**src/rtl/sprite_fetch_pkg.sv**
```systemverilog
// Shared types for the SRAM sprite fetcher: FSM states, region table entry and lane helpers.
package sprite_fetch_pkg;

    localparam int unsigned CFG_ADDR_W = 20;
    localparam int unsigned CFG_DIM_W  = 11;

    typedef enum logic [2:0] {
        StIdle,
        StSetup,
        StReq,
        StWait,
        StEmit,
        StDone
    } fetch_state_e;

    typedef struct packed {
        logic [CFG_ADDR_W-1:0] base;
        logic [CFG_DIM_W-1:0]  width;
        logic [CFG_DIM_W-1:0]  height;
    } region_cfg_t;

    function automatic int unsigned ppw_log2(input int unsigned data_w, input int unsigned pix_w);
        return $clog2(data_w / pix_w);
    endfunction

    // Default slot assignment used by the game firmware
    localparam int unsigned REGION_MAP           = 0;
    localparam int unsigned REGION_PLAYER1       = 1;
    localparam int unsigned REGION_PLAYER1_SQUAT = 2;
    localparam int unsigned REGION_PLAYER2       = 3;
    localparam int unsigned REGION_PLAYER2_SQUAT = 4;
    localparam int unsigned REGION_BULLET1       = 5;
    localparam int unsigned REGION_BULLET2       = 6;
    localparam int unsigned REGION_WIN_CAPTION   = 7;
    localparam int unsigned REGION_LOSE_CAPTION  = 8;
    localparam int unsigned REGION_IDLE_BG       = 9;
    localparam int unsigned REGION_START_CAPTION = 10;

endpackage

```
**src/rtl/sprite_pixel_unpack.sv**
```systemverilog
// Selects one PIX_W-bit pixel out of a packed SRAM word; lane 0 is the most significant field.
module sprite_pixel_unpack #(
    parameter int unsigned DATA_W = 16,
    parameter int unsigned PIX_W  = 4,
    parameter int unsigned LANE_W = 2
) (
    input  logic [DATA_W-1:0] word,
    input  logic [LANE_W-1:0] lane,
    output logic [PIX_W-1:0]  pix
);

    localparam int unsigned PPW = DATA_W / PIX_W;

    always_comb begin
        pix = '0;
        for (int unsigned i = 0; i < PPW; i++) begin
            if ((32'(lane) % PPW) == i) begin
                pix = word[DATA_W-1-i*PIX_W -: PIX_W];
            end
        end
    end

endmodule

```
**src/rtl/sram_sprite_fetcher.sv**
```systemverilog
// Region-table driven raster pixel fetcher between the SRAM arbiter and the compositor.
// Define SPRITE_FETCH_MIRROR_EN to enable per-fetch horizontal mirroring via i_mirror.
module sram_sprite_fetcher
    import sprite_fetch_pkg::*;
#(
    parameter int unsigned ADDR_W      = 20,
    parameter int unsigned DATA_W      = 16,
    parameter int unsigned PIX_W       = 4,
    parameter int unsigned NUM_REGIONS = 16,
    parameter int unsigned DIM_W       = 11
) (
    input  logic                           i_clk,
    input  logic                           i_rst,
    input  logic                           i_cfg_we,
    input  logic [$clog2(NUM_REGIONS)-1:0] i_cfg_region,
    input  logic [ADDR_W-1:0]              i_cfg_base,
    input  logic [DIM_W-1:0]               i_cfg_width,
    input  logic [DIM_W-1:0]               i_cfg_height,
    output logic                           o_cfg_drop,
    input  logic                           i_start,
    input  logic [$clog2(NUM_REGIONS)-1:0] i_region,
    input  logic [DIM_W-1:0]               i_row_first,
    input  logic [DIM_W-1:0]               i_row_cnt,
    input  logic                           i_mirror,
    output logic                           o_busy,
    output logic                           o_done,
    output logic                           o_err,
    output logic                           o_sram_req,
    output logic [ADDR_W-1:0]              o_sram_addr,
    input  logic                           i_sram_gnt,
    input  logic                           i_sram_rvalid,
    input  logic [DATA_W-1:0]              i_sram_rdata,
    output logic                           o_pix_valid,
    output logic [PIX_W-1:0]               o_pix,
    output logic                           o_pix_eol,
    output logic                           o_pix_last,
    input  logic                           i_pix_ready
);

    localparam int unsigned PPW_LOG2 = ppw_log2(DATA_W, PIX_W);
    localparam int unsigned LANE_W   = (PPW_LOG2 > 0) ? PPW_LOG2 : 1;
    localparam int unsigned IDX_W    = ADDR_W + PPW_LOG2;

    region_cfg_t tbl_q [NUM_REGIONS];

    fetch_state_e       state_q;
    logic [ADDR_W-1:0]  base_q;
    logic [DIM_W-1:0]   width_q, height_q, row_first_q, row_cnt_q, rows_left_q, col_q;
    logic [IDX_W-1:0]   row_base_q;
    logic [LANE_W-1:0]  lane_q;
    logic [DATA_W-1:0]  cache_word_q;
    logic [ADDR_W-1:0]  cache_addr_q, sram_addr_q;
    logic               cache_valid_q, err_q, cfg_drop_q;
    logic               mirror;

`ifdef SPRITE_FETCH_MIRROR_EN
    logic mirror_q;
    assign mirror = mirror_q;
`else
    logic unused_mirror;
    assign mirror        = 1'b0;
    assign unused_mirror = i_mirror;
`endif

    logic [IDX_W-1:0]  row_prod, setup_idx, next_row_base, next_idx;
    logic [DIM_W-1:0]  eff_rows, col_first, next_col;
    logic [ADDR_W-1:0] setup_addr, next_addr;
    logic              end_of_row, last_pix, region_ok;

    always_comb begin
        row_prod  = IDX_W'(row_first_q) * IDX_W'(width_q);
        col_first = mirror ? width_q - 1'b1 : '0;
        setup_idx = row_prod + IDX_W'(col_first);
        if (row_first_q >= height_q) begin
            eff_rows = '0;
        end else if (row_cnt_q < height_q - row_first_q) begin
            eff_rows = row_cnt_q;
        end else begin
            eff_rows = height_q - row_first_q;
        end
        end_of_row    = mirror ? (col_q == '0) : (col_q == width_q - 1'b1);
        last_pix      = end_of_row && (rows_left_q == DIM_W'(1));
        next_row_base = end_of_row ? row_base_q + IDX_W'(width_q) : row_base_q;
        if (end_of_row) begin
            next_col = col_first;
        end else if (mirror) begin
            next_col = col_q - 1'b1;
        end else begin
            next_col = col_q + 1'b1;
        end
        next_idx   = next_row_base + IDX_W'(next_col);
        // Word address wraps modulo 2^ADDR_W
        setup_addr = base_q + ADDR_W'(setup_idx >> PPW_LOG2);
        next_addr  = base_q + ADDR_W'(next_idx >> PPW_LOG2);
        region_ok  = 32'(i_region) < NUM_REGIONS;
    end

    always_ff @(posedge i_clk) begin
        if (i_rst) begin
            state_q       <= StIdle;
            base_q        <= '0;
            width_q       <= '0;
            height_q      <= '0;
            row_first_q   <= '0;
            row_cnt_q     <= '0;
            rows_left_q   <= '0;
            col_q         <= '0;
            row_base_q    <= '0;
            lane_q        <= '0;
            cache_word_q  <= '0;
            cache_addr_q  <= '0;
            cache_valid_q <= 1'b0;
            sram_addr_q   <= '0;
            err_q         <= 1'b0;
            cfg_drop_q    <= 1'b0;
`ifdef SPRITE_FETCH_MIRROR_EN
            mirror_q      <= 1'b0;
`endif
            for (int i = 0; i < int'(NUM_REGIONS); i++) begin
                tbl_q[i] <= '0;
            end
        end else begin
            err_q      <= 1'b0;
            cfg_drop_q <= 1'b0;
            if (i_cfg_we) begin
                if (state_q != StIdle) begin
                    cfg_drop_q <= 1'b1;
                end else if (32'(i_cfg_region) < NUM_REGIONS) begin
                    tbl_q[i_cfg_region] <= '{base:   CFG_ADDR_W'(i_cfg_base),
                                             width:  CFG_DIM_W'(i_cfg_width),
                                             height: CFG_DIM_W'(i_cfg_height)};
                end
            end
            unique case (state_q)
                StIdle: begin
                    if (i_start) begin
                        if (!region_ok) begin
                            err_q <= 1'b1;
                        end else begin
                            base_q      <= ADDR_W'(tbl_q[i_region].base);
                            width_q     <= DIM_W'(tbl_q[i_region].width);
                            height_q    <= DIM_W'(tbl_q[i_region].height);
                            row_first_q <= i_row_first;
                            row_cnt_q   <= i_row_cnt;
`ifdef SPRITE_FETCH_MIRROR_EN
                            mirror_q    <= i_mirror;
`endif
                            state_q     <= StSetup;
                        end
                    end
                end
                StSetup: begin
                    if (eff_rows == '0 || width_q == '0) begin
                        state_q <= StDone;
                    end else begin
                        row_base_q  <= row_prod;
                        col_q       <= col_first;
                        lane_q      <= setup_idx[LANE_W-1:0];
                        rows_left_q <= eff_rows;
                        sram_addr_q <= setup_addr;
                        state_q     <= StReq;
                    end
                end
                StReq: begin
                    if (i_sram_gnt) begin
                        state_q <= StWait;
                    end
                end
                StWait: begin
                    if (i_sram_rvalid) begin
                        cache_word_q  <= i_sram_rdata;
                        cache_addr_q  <= sram_addr_q;
                        cache_valid_q <= 1'b1;
                        state_q       <= StEmit;
                    end
                end
                StEmit: begin
                    if (i_pix_ready) begin
                        if (last_pix) begin
                            state_q <= StDone;
                        end else begin
                            col_q      <= next_col;
                            row_base_q <= next_row_base;
                            lane_q     <= next_idx[LANE_W-1:0];
                            if (end_of_row) begin
                                rows_left_q <= rows_left_q - 1'b1;
                            end
                            // Only fetch again when the next pixel lives in a different word
                            if (!(cache_valid_q && next_addr == cache_addr_q)) begin
                                sram_addr_q <= next_addr;
                                state_q     <= StReq;
                            end
                        end
                    end
                end
                StDone: begin
                    state_q <= StIdle;
                end
                default: begin
                    state_q <= StIdle;
                end
            endcase
        end
    end

    logic [PIX_W-1:0] lane_pix;

    sprite_pixel_unpack #(
        .DATA_W (DATA_W),
        .PIX_W  (PIX_W),
        .LANE_W (LANE_W)
    ) u_unpack (
        .word (cache_word_q),
        .lane (lane_q),
        .pix  (lane_pix)
    );

    assign o_busy      = state_q != StIdle;
    assign o_done      = state_q == StDone;
    assign o_err       = err_q;
    assign o_cfg_drop  = cfg_drop_q;
    assign o_sram_req  = state_q == StReq;
    assign o_sram_addr = sram_addr_q;
    assign o_pix_valid = state_q == StEmit;
    assign o_pix       = o_pix_valid ? lane_pix : '0;
    assign o_pix_eol   = o_pix_valid && end_of_row;
    assign o_pix_last  = o_pix_valid && last_pix;

endmodule
```
**config.mk**
```make
export PLATFORM = sky130hd
export DESIGN_NAME = sram_sprite_fetcher
export DESIGN_NICKNAME = d
export VERILOG_FILES = /design/src/rtl/sprite_fetch_pkg.sv /design/src/rtl/sprite_pixel_unpack.sv /design/src/rtl/sram_sprite_fetcher.sv
export SDC_FILE = /design/constraint.sdc
export NUM_CORES = 2
export LEC_CHECK = 0
export CAP_MARGIN = 20
export CORE_ASPECT_RATIO = 0.6
export CORE_MARGIN = 2
export CORE_UTILIZATION = 47
export DETAILED_ROUTE_END_ITERATION = 12
export PLACE_DENSITY = 0.65
export REMOVE_ABC_BUFFERS = 1
export SLEW_MARGIN = 15
export SYNTH_ARGS = -nofsm -noshare
export SYNTH_HDL_FRONTEND = slang
export SYNTH_HIERARCHICAL = 1
export SYNTH_SLANG_ARGS = --single-unit
```
**constraint.sdc**
```tcl
create_clock -name i_clk -period 18.05 [get_ports i_clk]
set_input_delay 4.5125 -clock i_clk [delete_from_list [all_inputs] [get_ports i_clk]]
set_output_delay 4.5125 -clock i_clk [all_outputs]
set_load 0.05 [all_outputs]
```
# After elaboration in Yosys (flattened, before gate mapping)
# Memories as Yosys holds them, arrays and structs flattened. A register that Yosys moved wholly into a read port is not among the register bits.
# Index checks and enable logic that the tools add are counted.
[classes] add_sub_neg=8 n_mul=1 n_lt_le_gt_ge=2 eq_ne=20 muxes=49 bitwise=1 reduce_logical=19
[op_table] cell="$mux 11" count=10
[op_table] cell="$mux 22" count=4
[op_table] cell="$mux 20" count=4
[op_table] cell="$add 22x11->22" count=2
[op_table] cell="$pmux 11 s2" count=2
[op_table] cell="$pmux 22 s2" count=1
[op_table] cell="$mux 42" count=1
[op_table] cell="$reduce_or 42->1" count=1
[op_table] cell="$add 20x20->20" count=2
[op_table] cell="$pmux 20 s2" count=1
[op_table] cell="$logic_not 32->1" count=1
[op_table] cell="$mux 4" count=6
[op_table] cell="$logic_not 11->1" count=2
[op_table] cell="$mul 11x11->22" count=1
[op_table] cell="$sub 11x1->11 const B" count=2
[op_table] cell="$mux 3" count=7
[op_table] cell="$eq 20x20->1" count=1
[op_table] cell="$pmux 3 s5" count=1
[op_table] cell="$reduce_and 5->1" count=3
[op_table] cell="$add 11x1->11 const B" count=1
[op_table] cell="$eq 11x1->1 const B" count=1
[op_table] cell="$eq 11x11->1" count=1
[op_table] cell="$ge 11x11->1" count=1
[op_table] cell="$lt 11x11->1" count=1
[op_table] cell="other kinds (21)" count=43
[totals] ff_bits=129 ramBits=672 inputBits=96 output_inout_bits=32 wordCells=113 n_memories=1
[mem_list] memory="tbl_q" words=16 word_bits=42 read_ports=1 rd_clocked_by_memory_dff=1 write_ports=16 line_no="sram_sprite_fetcher.sv:44" source="region_cfg_t tbl_q [NUM_REGIONS];"

# Depth between registers and ports, before layout
[depth] depth_word=11 ltp_mapped=41

# Modules after synthesis
# Netlist, hierarchy kept.
[by_module_without_submodules] module="sram_sprite_fetcher" instances=1 cells_per_inst=3969 area_per_inst_um2=46618.5 seq_area_each_um2=23602.6
[by_module_without_submodules] module="sprite_pixel_unpack" instances=1 cells_per_inst=4 area_per_inst_um2=105.1 seq_area_each_um2=0.0

# Worst setup path after synthesis
# OpenSTA, ideal clock, no wires.
[synth_timing] path_kind="input port to flip-flop" from="input port i_rst" to="memory tbl_q[1][0] in the netlist's numbering, enable pin" arrival_time_ps=8261 required_time_ps=17550 setup_slack_ps=9290 cell_stages=5 n_path_buf=1 path_cell_list="inv_1 > nand3_1 > or3_1 > clkbuf_1 > o21ai_0"
[synth_lines] element="from (decl)" line_no="sram_sprite_fetcher.sv:13" source="input logic i_rst,"
[synth_lines] element="to (decl)" line_no="sram_sprite_fetcher.sv:44"

# Final worst setup path
[layout_timing] from="register width_q[0] (read register of tbl_q)" to="register sram_addr_q[18] (netlist: o_sram_addr[18])"
[layout_via] elab_chain_cells=9
[layout_lines] element="from (decl)" line_no="sram_sprite_fetcher.sv:48" source="logic [DIM_W-1:0] width_q, height_q, row_first_q, row_cnt_q, rows_left_q, col_q;"
[layout_lines] element="$sub 11x1->11" line_no="sram_sprite_fetcher.sv:81" source="end_of_row = mirror ? (col_q == '0) : (col_q == width_q - 1'b1);"
[layout_lines] element="$eq 11x11->1" line_no="sram_sprite_fetcher.sv:81"
[layout_lines] element="$mux 22 or $mux 11 (tied branches)" line_no="sram_sprite_fetcher.sv:83, sram_sprite_fetcher.sv:84"
[layout_lines] element="$add 22x11->22" line_no="sram_sprite_fetcher.sv:91" source="next_idx = next_row_base + IDX_W'(next_col);"
[layout_lines] element="$add 20x20->20" line_no="sram_sprite_fetcher.sv:94" source="next_addr = base_q + ADDR_W'(next_idx >> PPW_LOG2);"
[layout_lines] element="$eq 20x20->1 or $mux 20 (tied branches)" line_no="sram_sprite_fetcher.sv:189" source="if (!(cache_valid_q && next_addr == cache_addr_q)) begin"
[layout_lines] element="$logic_and 1x1->1 or $mux 20 (tied branches)" line_no="sram_sprite_fetcher.sv:189, sram_sprite_fetcher.sv:179"
[layout_lines] element="$ne 2x2->1 (no line) or $mux 20 (tied branches)"
[layout_lines] element="$reduce_and 5->1 (no line) or $pmux 20 s2 (tied branches)"
[layout_lines] element="to (signal assigned)" line_no="sram_sprite_fetcher.sv:160" source="sram_addr_q <= setup_addr;"
[layout_lines] element="to (signal assigned)" line_no="sram_sprite_fetcher.sv:190" source="sram_addr_q <= next_addr;"
[layout_lines] element="to (decl)" line_no="sram_sprite_fetcher.sv:52" source="logic [ADDR_W-1:0] cache_addr_q, sram_addr_q;"
# Parallel ways exist; a longest one is shown, timed or not. The select of a mux whose other input is x is not followed.
# A chain may end at the register's enable or synchronous reset.

==> metrics.md <==
| Metric | Value |
|---|---|
| Status | completed |
| Yosys warns | 6 |
| DRC errors left | 0 |
| Drt first pass iters | 5 |
| Largest area contributor in the netlist | edfxtp_1 |
| TritonCTS clock tree | built |
| Synthesized cell area | 46700 um2 |
| Hold crit path type | flip-flop to flip-flop |
| Post-CTS setup buffer count | 0 |
| RR Startpoint | width_q[0]$_SDFFE_PP0P_ |
| I/O pins | ~130 |
| Reg clk slew, reported paths | roughly 0.06 ns |
| Post-Route Setup TNS | 0 ns |
| Initial Utilization | 0.475 |
| Syn Area/Cell | around 12 um2 |
| Fmax | 91.6 MHz |
| CP required | around 19 ns |
| Initial DRC count | between 4000 and 5000 |
| Final hold violations | 0 |
| Worst slew pin tran | around 1.2 ns |
| Vias in the first global route | 29556 |
| Dominant cells by area after synthesis | edfxtp_1 43%, mux4_2 10%, and2_1 9.7%, dfxtp_1 7.3%, ha_1 3.9% |
| Final wirelength | 131 mm |
| Top cells by count, synth | 724 x and2_1, 672 x edfxtp_1, 396 x nand2_1 |
| Synth async-reset ratio | 0 |
| Max clock buf depth | 3 |
| Area of the core | 98400 um2 |
| RSZ-0062 raised after global routing | no |
| Clk pwr share | 0.309 |
| Compound-Gate Fraction of Synth Area | 0.0667 |
| Post-DR wirelength/cell | 24.4 um |
| Hpwl dp | around 82 mm |
| Min cycle time layout | approximately 11 ns |
| I/O Buffers | approximately 130 |
| H-tree levels | 3 |
| Overflow after GRT | 0 |
| R2R Path End | o_sram_addr[18]$_SDFFE_PP0P_ |
| Area share of the largest cell type after synthesis | 0.432 |
| Reg2reg path depth | 38 |
| Sw frac | 0.332 |
| XOR/XNOR share of the synthesized area | 0.0268 |
| CTS resizes | 0 |
| Ratio of cells with drive above 1 in the final layout | 0.115 |
| Unique masters post-synth | about 90 |
| Die H | between 200 and 250 um |
| CP max stage delay | around 0.73 ns |
| Most used DFF post-synth | edfxtp_1 |
| Die area | roughly 100000 um2 |
| Hold path cells | 2 |
| Power Dens Cells | between 100 and 150 nW/um2 |
| Antenna violations before repair | 7 |
| Hold EP | cache_word_q[12]$_SDFFE_PP0P_ |
| Syn Inst Count | 3973 |
| Post-route ant nets | 0 |
| Most frequent CP cell | nand2_1 |
| P_sw | roughly 1.9 mW |
| Die W | about 410 um |
| Simple-gate share of the synthesized area | 0.181 |
| Hold_ws | around 0.45 ns |
| Largest family of logic cells by synthesized area | simple AND/OR/NAND/NOR gates |
| Vias after detailed routing | 31350 |
| Power share of the combinational group | 0.266 |
| Final Wtd Congestion | ~0.93 |
| Multiplexer area fraction after synthesis | 0.108 |
| Clk Latency, worst-skew pair | just under 0.7 ns |
| Final setup viols | 0 |
| Most frequent cell after synthesis | and2_1 |
| Period utilization | 0.605 |
| Crit Path Max Fanout | 31 |
| Hold path startpoint | cache_word_q[12]$_SDFFE_PP0P_ |
| Final Skew | about 0.023 ns |
| VDD IR-drop max | just over 0.09 mV |
| Max-Cap Viols | 0 |
| Post-Synth Adder-Cell Area | 0.0758 |
| Int Pwr | 3.72 mW |
| Clk root buf | clkbuf_16 |
| CTS Buf Count | 83 |
| Sequential cell area fraction in the yosys report | 0.505 |
| R2R setup slack | approximately 7.1 ns |
| Hold buffers post-CTS | 0 |
| Largest net degree at the start of global routing | approximately 110 |
| Slowest cell on the critical path | dfxtp_1 |
| Row Count | 89 |
| Synthesis-to-finish area growth | 11.1% |
| Worst setup SP type | flip-flop |
| Synthesized flop and latch total | roughly 840 |
| CP endpoint kind | flip-flop |
| Slew Limit Fails | 0 |
| Total GRT Usage | 0.257 |
| Pleak | 19.5 nW |
| Post-synth EDFFs | ~670 |
| Final #Nets | 4297 |
| Relative slew slack | 0.191 |
| Reg power frac | 0.425 |
| First-pass GRT wire length | a little under 200 mm |
| TritonCTS Sinks | about 840 |
| Vias/cell | 5.85 |
| WS Path Type | flip-flop to flip-flop |
| CP arrival | roughly 11 ns |
## per-layer routing
| metal | track usage | vias up | share of wire |
|---|---|---|---|
| met5 | 0.0135 | - | 0.0016 |
| met4 | 0.0548 | 4 | 0.018 |
| met3 | 0.0614 | 128 | 0.11 |
| met2 | 0.350 | 1433 | 0.40 |
| met1 | 0.410 | 15639 | 0.47 |
| li1 | - | 14146 | - |
## kinds of logic after synthesis
kind of cell / count (synthesis)
AND/OR/NAND/NOR: 1582
flip-flops: 843
AO/OA/AOI/OAI: 512
buffers and inverters: 437
multiplexers: 236
adder cells (fa/ha/maj): 232
XOR/XNOR: 130
other: 1
## metrics by stage
step                      instances  worst slack (ns)  cell area (um2)   util  power (mW)
after floorplan                3695              9.06            45700      -        3.34
after global placement         5202              7.76            49300  0.501        3.84
after detailed placement       5202              7.60            49300  0.501        3.87
after CTS                      5353              7.58            51900  0.527        5.59
after global routing           5356              6.67            51900  0.527        5.83
final                          5358              7.14            51900  0.527        5.58
## cell type report
cell class,count,area (um2)
Sequential cell,843,23600
Inverter,159,597
Clock buffer,107,2230
Antenna cell,4,10.0
Fill cell,8381,46500
Timing Repair Buffer,189,1740
Tap cell,1319,1650
Multi-Input combinational cell,2693,21700
Clock inverter,44,370
## critical path, delay by kind of cell, from the launching register on
kind	cells	cell delay (ns)
simple gates	16	4.29
compound gates	10	2.12
fa+ha+maj	4	1.48
buf+inv	3	0.83
xor+xnor	3	0.75
flops	1	0.73
mux	2	0.59
## cells in the final DEF (no fill, tap or decap), drive strengths merged, types with 85 or more instances in the layout
| cell | count |
|---|---|
| fa | 85 |
| dfxtp | 171 |
| clkdlybuf4s50 | 120 |
| o21ai | 91 |
| mux4 | 214 |
| clkbuf | 109 |
| edfxtp | 672 |
| nand2 | 397 |
| inv | 163 |
| ha | 147 |
| and2 | 724 |
| nor2 | 183 |
| a21oi | 230 |
## registers in the layout (all words and copies together), names as in the netlist, 16 cells and up
signal,flops
base_q,20
row_base_q,22
tbl_q,672
cache_word_q,16
o_sram_addr,20
cache_addr_q,20
## how the worst max path moves through the flow
stage	start	endpoint	slack (ns)	cells after the start
finish	width_q[0]$_SDFFE_PP0P_	o_sram_addr[18]$_SDFFE_PP0P_	7.14	38
global route	width_q[0]$_SDFFE_PP0P_	o_sram_addr[18]$_SDFFE_PP0P_	6.67	38
CTS	width_q[0]$_SDFFE_PP0P_	o_sram_addr[18]$_SDFFE_PP0P_	7.58	38
detailed placement	width_q[0]$_SDFFE_PP0P_	o_sram_addr[18]$_SDFFE_PP0P_	7.60	38
global placement	width_q[0]$_SDFFE_PP0P_	o_sram_addr[18]$_SDFFE_PP0P_	7.76	38
floorplan	width_q[0]$_SDFFE_PP0P_	o_sram_addr[18]$_SDFFE_PP0P_	9.06	33
## power groups by stage
stage	Combinational, mW	Clock (mW)	Sequential [mW]
6_report	1.48	1.73	2.37
4_1_cts	1.47	1.75	2.36
2_1_floorplan	0.906	0	2.44
3_5_place_dp	1.46	0	2.40
3_3_place_gp	1.44	0	2.40
5_1_grt	1.63	1.82	2.38
No activity file was read; power rests on OpenSTA's default activity.
